===== config.mk =====
export PLATFORM = sky130hd
export DESIGN_NAME = pixel_row_packer
export DESIGN_NICKNAME = d
export VERILOG_FILES = /design/src/rtl/pixel_row_packer.sv
export SDC_FILE = /design/constraint.sdc
export NUM_CORES = 1
export LEC_CHECK = 0
export ABC_AREA = 1
export BUFFER_PORTS_ARGS = -buffer_cell sky130_fd_sc_hd__buf_2
export CAP_MARGIN = 0
export CORE_MARGIN = 4
export CORE_UTILIZATION = 54
export DETAILED_ROUTE_END_ITERATION = 10
export PLACE_DENSITY = 0.75
export SKIP_LAST_GASP = 1
export SYNTH_ARGS = -nofsm -noshare
export SYNTH_HDL_FRONTEND = slang
export SYNTH_SLANG_ARGS = --single-unit

===== constraint.sdc =====
create_clock -name clk -period 2.5 [get_ports clk]
set_clock_uncertainty 0.15 [all_clocks]
set_input_delay 0.25 -clock clk [delete_from_list [all_inputs] [get_ports clk]]
set_output_delay 0.25 -clock clk [all_outputs]
set_load 0.1 [all_outputs]

===== src/rtl/pixel_row_packer.sv =====
// pixel_row_packer
//   Assembles a serial stream of PIX_W-bit pixels (valid/ready) into rows of
//   PIXELS pixels, pixel i at row bits [(i+1)*PIX_W-1 : i*PIX_W]. A one-row
//   output register decouples assembly from downstream back-pressure.
//
//   Optional build macro: PACKER_FLUSH_EN adds in_last, which closes a short
//   row early and zero-fills its unwritten slots.
//
// Ports
//   clk        system clock, rising edge
//   rst_n      asynchronous active-low reset
//   clear      synchronous discard of the partially assembled / pending row
//   in_pixel   incoming pixel
//   in_valid   in_pixel is valid
//   in_ready   packer accepts in_pixel this cycle
//   row_data   assembled row, pixel 0 in the LSBs
//   row_valid  row_data holds a complete row
//   row_ready  downstream takes row_data this cycle
//   in_last    (PACKER_FLUSH_EN only) final pixel of a short row
//
// State | meaning
// ------+--------------------------------------------------------------
// FILL  | accepting pixels into the assembly buffer
// FULL  | complete row in the buffer, waiting for the output register
module pixel_row_packer #(
  parameter int PIXELS = 64,
  parameter int PIX_W  = 8
) (
  input  logic                    clk,
  input  logic                    rst_n,
  input  logic                    clear,
  input  logic [PIX_W-1:0]        in_pixel,
  input  logic                    in_valid,
  output logic                    in_ready,
  output logic [PIXELS*PIX_W-1:0] row_data,
  output logic                    row_valid,
  input  logic                    row_ready
`ifdef PACKER_FLUSH_EN
  ,
  input  logic                    in_last
`endif
);

  localparam int CNT_W = (PIXELS > 1) ? $clog2(PIXELS) : 1;
  localparam int ROW_W = PIXELS * PIX_W;
  localparam logic [CNT_W-1:0] LAST_SLOT = CNT_W'(PIXELS - 1);

  typedef enum logic {
    FILL = 1'b0,
    FULL = 1'b1
  } state_t;

  state_t             state_q, state_d;
  logic [CNT_W-1:0]   count_q;
  logic [ROW_W-1:0]   buf_q;
  logic [ROW_W-1:0]   fill_row;
  logic               accept;
  logic               out_free;
  logic               close_row;
  logic               last_w;
  logic               load_fill;
  logic               load_buf;

`ifdef PACKER_FLUSH_EN
  assign last_w = in_last;
`else
  assign last_w = 1'b0;
`endif

  // in_ready is held low while reset is asserted so no beat is accepted
  // before the packer leaves reset.
  assign in_ready  = rst_n && (state_q == FILL) && !clear;
  assign accept    = in_valid && in_ready;
  assign out_free  = !row_valid || row_ready;
  assign close_row = accept && ((count_q == LAST_SLOT) || last_w);

  // Buffer with the current pixel merged into slot count. When the row is
  // closed early, slots above count are zeroed rather than left stale.
  always_comb begin
    fill_row = buf_q;
    for (int i = 0; i < PIXELS; i++) begin
      if (i == int'(count_q)) begin
        fill_row[i*PIX_W +: PIX_W] = in_pixel;
      end else if ((i > int'(count_q)) && last_w) begin
        fill_row[i*PIX_W +: PIX_W] = '0;
      end
    end
  end

  always_comb begin
    state_d   = state_q;
    load_fill = 1'b0;
    load_buf  = 1'b0;
    case (state_q)
      FILL: begin
        if (close_row) begin
          if (out_free) load_fill = 1'b1;
          else          state_d   = FULL;
        end
      end
      FULL: begin
        if (clear) begin
          state_d = FILL;
        end else if (out_free) begin
          load_buf = 1'b1;
          state_d  = FILL;
        end
      end
      default: state_d = FILL;
    endcase
  end

  always_ff @(posedge clk or negedge rst_n) begin
    if (!rst_n) state_q <= FILL;
    else        state_q <= state_d;
  end

  always_ff @(posedge clk or negedge rst_n) begin
    if (!rst_n) begin
      count_q   <= '0;
      buf_q     <= '0;
      row_data  <= '0;
      row_valid <= 1'b0;
    end else begin
      if (clear) begin
        count_q <= '0;
      end else if (accept) begin
        count_q <= close_row ? '0 : count_q + CNT_W'(1);
      end

      if (accept) buf_q <= fill_row;

      if (load_fill) begin
        row_data  <= fill_row;
        row_valid <= 1'b1;
      end else if (load_buf) begin
        row_data  <= buf_q;
        row_valid <= 1'b1;
      end else if (row_ready) begin
        row_valid <= 1'b0;
      end
    end
  end

endmodule

==> flow_summary.json <==
{
  "fp.coreArea_um2": 82100,
  "clkSinkCount": 1032,
  "cts.clk_slew.worst_paths_ns": 0.06,
  "grt_antenna_before_repair": 5,
  "worst_setup_path_startpoint": "count_q[0]",
  "cts-root-to-sink-buffers": 3,
  "clock_tree.htree_level_count": 3,
  "synth_seq_cells": 1032,
  "drv_slew": 0,
  "totalWireLength_um": 126000,
  "drt_pre_antenna_iters": 6,
  "reg2reg_from": "count_q[0]",
  "yosysMostFrequentCell": "sky130_fd_sc_hd__nand2_1",
  "global_route.overflow_total": 0,
  "required_time_at_the_endpoint_of_the_critical_path_ns": 2.93,
  "syn2layout_area_growth_pct": 15.7,
  "status": "complete, no violations",
  "synth.area.top_cells": "sky130_fd_sc_hd__dfrtp_1 58%, sky130_fd_sc_hd__nand2_1 20%, sky130_fd_sc_hd__o21ai_0 5.1%, sky130_fd_sc_hd__a21oi_1 3.0%, sky130_fd_sc_hd__o21ai_1 2.7%",
  "synth_area_per_cell_um2": 8.55,
  "finalHoldViolCount": 0,
  "endpoint_kind": "flip-flop",
  "rsz0062_at_grt": "no",
  "postSynth.topFlopCell": "sky130_fd_sc_hd__dfrtp_1",
  "top_cell_type_by_total_area_after_synthesis": "sky130_fd_sc_hd__dfrtp_1",
  "synth.cells.most_frequent": "2332 x sky130_fd_sc_hd__nand2_1, 1032 x sky130_fd_sc_hd__dfrtp_1, 452 x sky130_fd_sc_hd__o21ai_0, 265 x sky130_fd_sc_hd__a21oi_1, 264 x sky130_fd_sc_hd__nor2_1",
  "wirelength_met1_um": 52700,
  "die-width_um": 296,
  "grt_start_max_net_pins": 191,
  "synthesis.yosys.warnings": 0,
  "netlist_instances": 5229,
  "ys_seq_area_frac": 0.578,
  "dpl_worst_slack_ns": 0.159,
  "critPathMaxFanout": 148,
  "switching_power_mw": 7.97,
  "cts_root_buffer": "sky130_fd_sc_hd__clkbuf_16",
  "design.die.area_um2": 87400,
  "synth-edff-count": 0,
  "drv.max_cap_violation_count": 0,
  "final_nets": 5644,
  "finalSetupTns_ns": 0,
  "effective_utilization_at_floorplan": 0.544,
  "die_h_um": 296,
  "path_class": "reg -> reg",
  "final_layout_size_suffix_gt1_frac": 0.167,
  "row_count": 105,
  "hp-class": "in -> async",
  "detail_route.iter0.violations": 3493,
  "internal_power_of_the_cells_mw": 26.6,
  "unique_cell_type_count_in_the_yosys_netlist": 35,
  "tritoncts": "done",
  "crit_end": "row_data[160]",
  "max_freq_ghz": 0.418,
  "number_of_global_route_vias_before_repair": 35514,
  "dpl.hpwl_um": 80400,
  "area.sequential_um2": 25800,
  "placement.io_buffers": 526,
  "max-slew-margin-rel": 0.196,
  "cts_setup_buffers": 0,
  "grt_pass1_wl_um": 199000,
  "detail_route.vias_per_cell": 5.42,
  "fill_cells": 6799,
  "final_critical_path_setup_slack_ns": 0.110,
  "critical_path.reg2reg.endpoint": "row_data[160]",
  "p_seq_frac": 0.495,
  "setup_viol": 0,
  "timing.reg2reg.worst_path_depth": 8,
  "pwr_density_cell_nw_per_um2": 668,
  "num_vias": 36787,
  "wl_per_cell_um": 18.6,
  "clk-insertion-delay-late_ns": 0.66,
  "top_signal_layer_used": "met5",
  "synth_top_area_share": 0.578,
  "worst_ir_drop_vdd_v": 0.000506,
  "worst-r2r-setup-slack_ns": 0.11,
  "grt_usage": 0.288,
  "globalplace.congestion": 0.812,
  "syn_area_um2": 44700,
  "final_period_minus_worst_setup_slack_ns": 2.39,
  "worst_setup_path_start_kind": "flip-flop",
  "cts-buffers-inserted": 104,
  "swShare": 0.231,
  "num_io_pins": 527,
  "fin_crit_sh": 0.956,
  "wl_met2_um": 59000,
  "remaining_drc_errors": 0,
  "worstMarginPinSlew_ns": 1.21,
  "ys_async_sr_fraction": 1.00,
  "pwr-share-comb": 0.038,
  "met3_wirelength_um": 9270,
  "cp.arrival_ns": 2.82,
  "mappedNetlistNets": 5246,
  "power.leakage_nw": 27.0,
  "multiInputGateArea_um2": 16500,
  "final_antenna_net_count": 0,
  "clkPwrFrac": 0.467
}
sequential cells by signal, indices dropped and copies added (netlist names):
register / flops
state_q: 1
count_q: 6
row_valid: 1
buf_q: 512
row_data: 512
power by group through the flow:
stage	Combinational [mW]	Clock (mW)	Sequential [mW]
after floorplan	0.553	0	17.4
after global placement	1.26	0	17.4
after detailed placement	1.29	0	17.4
after CTS	1.32	16.4	17.1
after global routing	1.46	17.1	17.1
final	1.30	16.1	17.1
logic make-up after synthesis:
| logic type | share of synthesized area |
|---|---|
| simple gates | 0.247 |
| flops | 0.578 |
| compound gates | 0.121 |
| buf+inv | 0.0534 |
| fa+ha+maj | 0.00112 |
| xor+xnor | 0.000196 |
layout make-up:
| type | instances | area share |
|---|---|---|
| Sequential cell | 1032 | 0.499 |
| Multi-Input combinational cell | 3780 | 0.319 |
| Antenna cell | 4 | 0.000194 |
| Tap cell | 1070 | 0.0259 |
| Inverter | 62 | 0.00508 |
| Clock inverter | 48 | 0.0105 |
| Timing Repair Buffer | 647 | 0.0810 |
| Clock buffer | 148 | 0.0590 |
per-stage QoR:
step / hold slack, ns / power [mW] / cell area (um^2) / utilization / std cells
finish: 0.166 / 34.5 / 51700 / 0.630 / 6791
global route: 0.246 / 35.7 / 51700 / 0.630 / 6791
CTS: 0.210 / 34.8 / 51700 / 0.630 / 6787
detailed placement: 0.282 / 18.7 / 48000 / 0.584 / 6578
global placement: 0.293 / 18.7 / 48000 / 0.584 / 6578
floorplan: -0.196 / 17.9 / 44700 / - / 5229
critical path, stage by stage (launching register included):
cell and delay (ns):
sky130_fd_sc_hd__dfrtp_1 0.39, sky130_fd_sc_hd__ha_1 0.20, sky130_fd_sc_hd__nand3_2 0.11, sky130_fd_sc_hd__nor2_4 0.14
sky130_fd_sc_hd__nand3_2 0.18, sky130_fd_sc_hd__nand2_8 0.18, sky130_fd_sc_hd__buf_12 0.37, sky130_fd_sc_hd__nand2_1 0.18
sky130_fd_sc_hd__nand2_1 0.11
per-layer routing:
metal / GRT usage / vias to the layer above
li1: - / 17434
met2: 0.454 / 1314
met5: 0 / -
met3: 0.0470 / 304
met4: 0.122 / 2
met1: 0.402 / 17733
placed cells by master, fill, tap and decap left out, types with 3 or more instances in the layout:
cell,count
sky130_fd_sc_hd__diode_2,4
sky130_fd_sc_hd__o21ai_1,237
sky130_fd_sc_hd__a21oi_1,265
sky130_fd_sc_hd__buf_4,61
sky130_fd_sc_hd__inv_2,10
sky130_fd_sc_hd__nand3_4,9
sky130_fd_sc_hd__o21bai_1,24
sky130_fd_sc_hd__nand2_1,2330
sky130_fd_sc_hd__buf_2,524
sky130_fd_sc_hd__inv_1,40
sky130_fd_sc_hd__nand2_2,4
sky130_fd_sc_hd__o21ai_0,452
sky130_fd_sc_hd__o21ai_2,48
sky130_fd_sc_hd__nand2_4,11
sky130_fd_sc_hd__nor2_4,16
sky130_fd_sc_hd__nor2_2,11
sky130_fd_sc_hd__clkinv_2,33
sky130_fd_sc_hd__inv_8,3
sky130_fd_sc_hd__nand3_2,8
sky130_fd_sc_hd__dfrtp_1,1032
sky130_fd_sc_hd__clkbuf_1,17
sky130_fd_sc_hd__nor2_8,11
sky130_fd_sc_hd__nor2_1,263
sky130_fd_sc_hd__clkbuf_8,26
sky130_fd_sc_hd__dlygate4sd3_1,13
sky130_fd_sc_hd__clkinvlp_4,8
sky130_fd_sc_hd__bufinv_16,8
sky130_fd_sc_hd__ha_1,4
sky130_fd_sc_hd__buf_12,48
sky130_fd_sc_hd__nor3_1,6
sky130_fd_sc_hd__clkbuf_16,105
sky130_fd_sc_hd__nand3_1,72
how the worst min path moves through the flow:
stage	startpoint	depth (start not counted)	endpoint	slack (ns)
after floorplan	rst_n	0	buf_q[0]	-0.20
after global placement	rst_n	2	row_data[7]	0.29
after detailed placement	rst_n	2	row_data[7]	0.28
after CTS	rst_n	3	row_data[20]	0.21
after global routing	rst_n	3	row_data[7]	0.25
final	rst_n	3	buf_q[0]	0.17
timing repair:
| action | in CTS | in global routing |
|---|---|---|
| endpoints found under the hold margin | 179 | 0 |
| hold buffers | 13 | 0 |
| resized for setup | 0 | 2 |
| endpoints found under the setup margin | 0 | 5 |
Power figures use the tool's default switching activity.
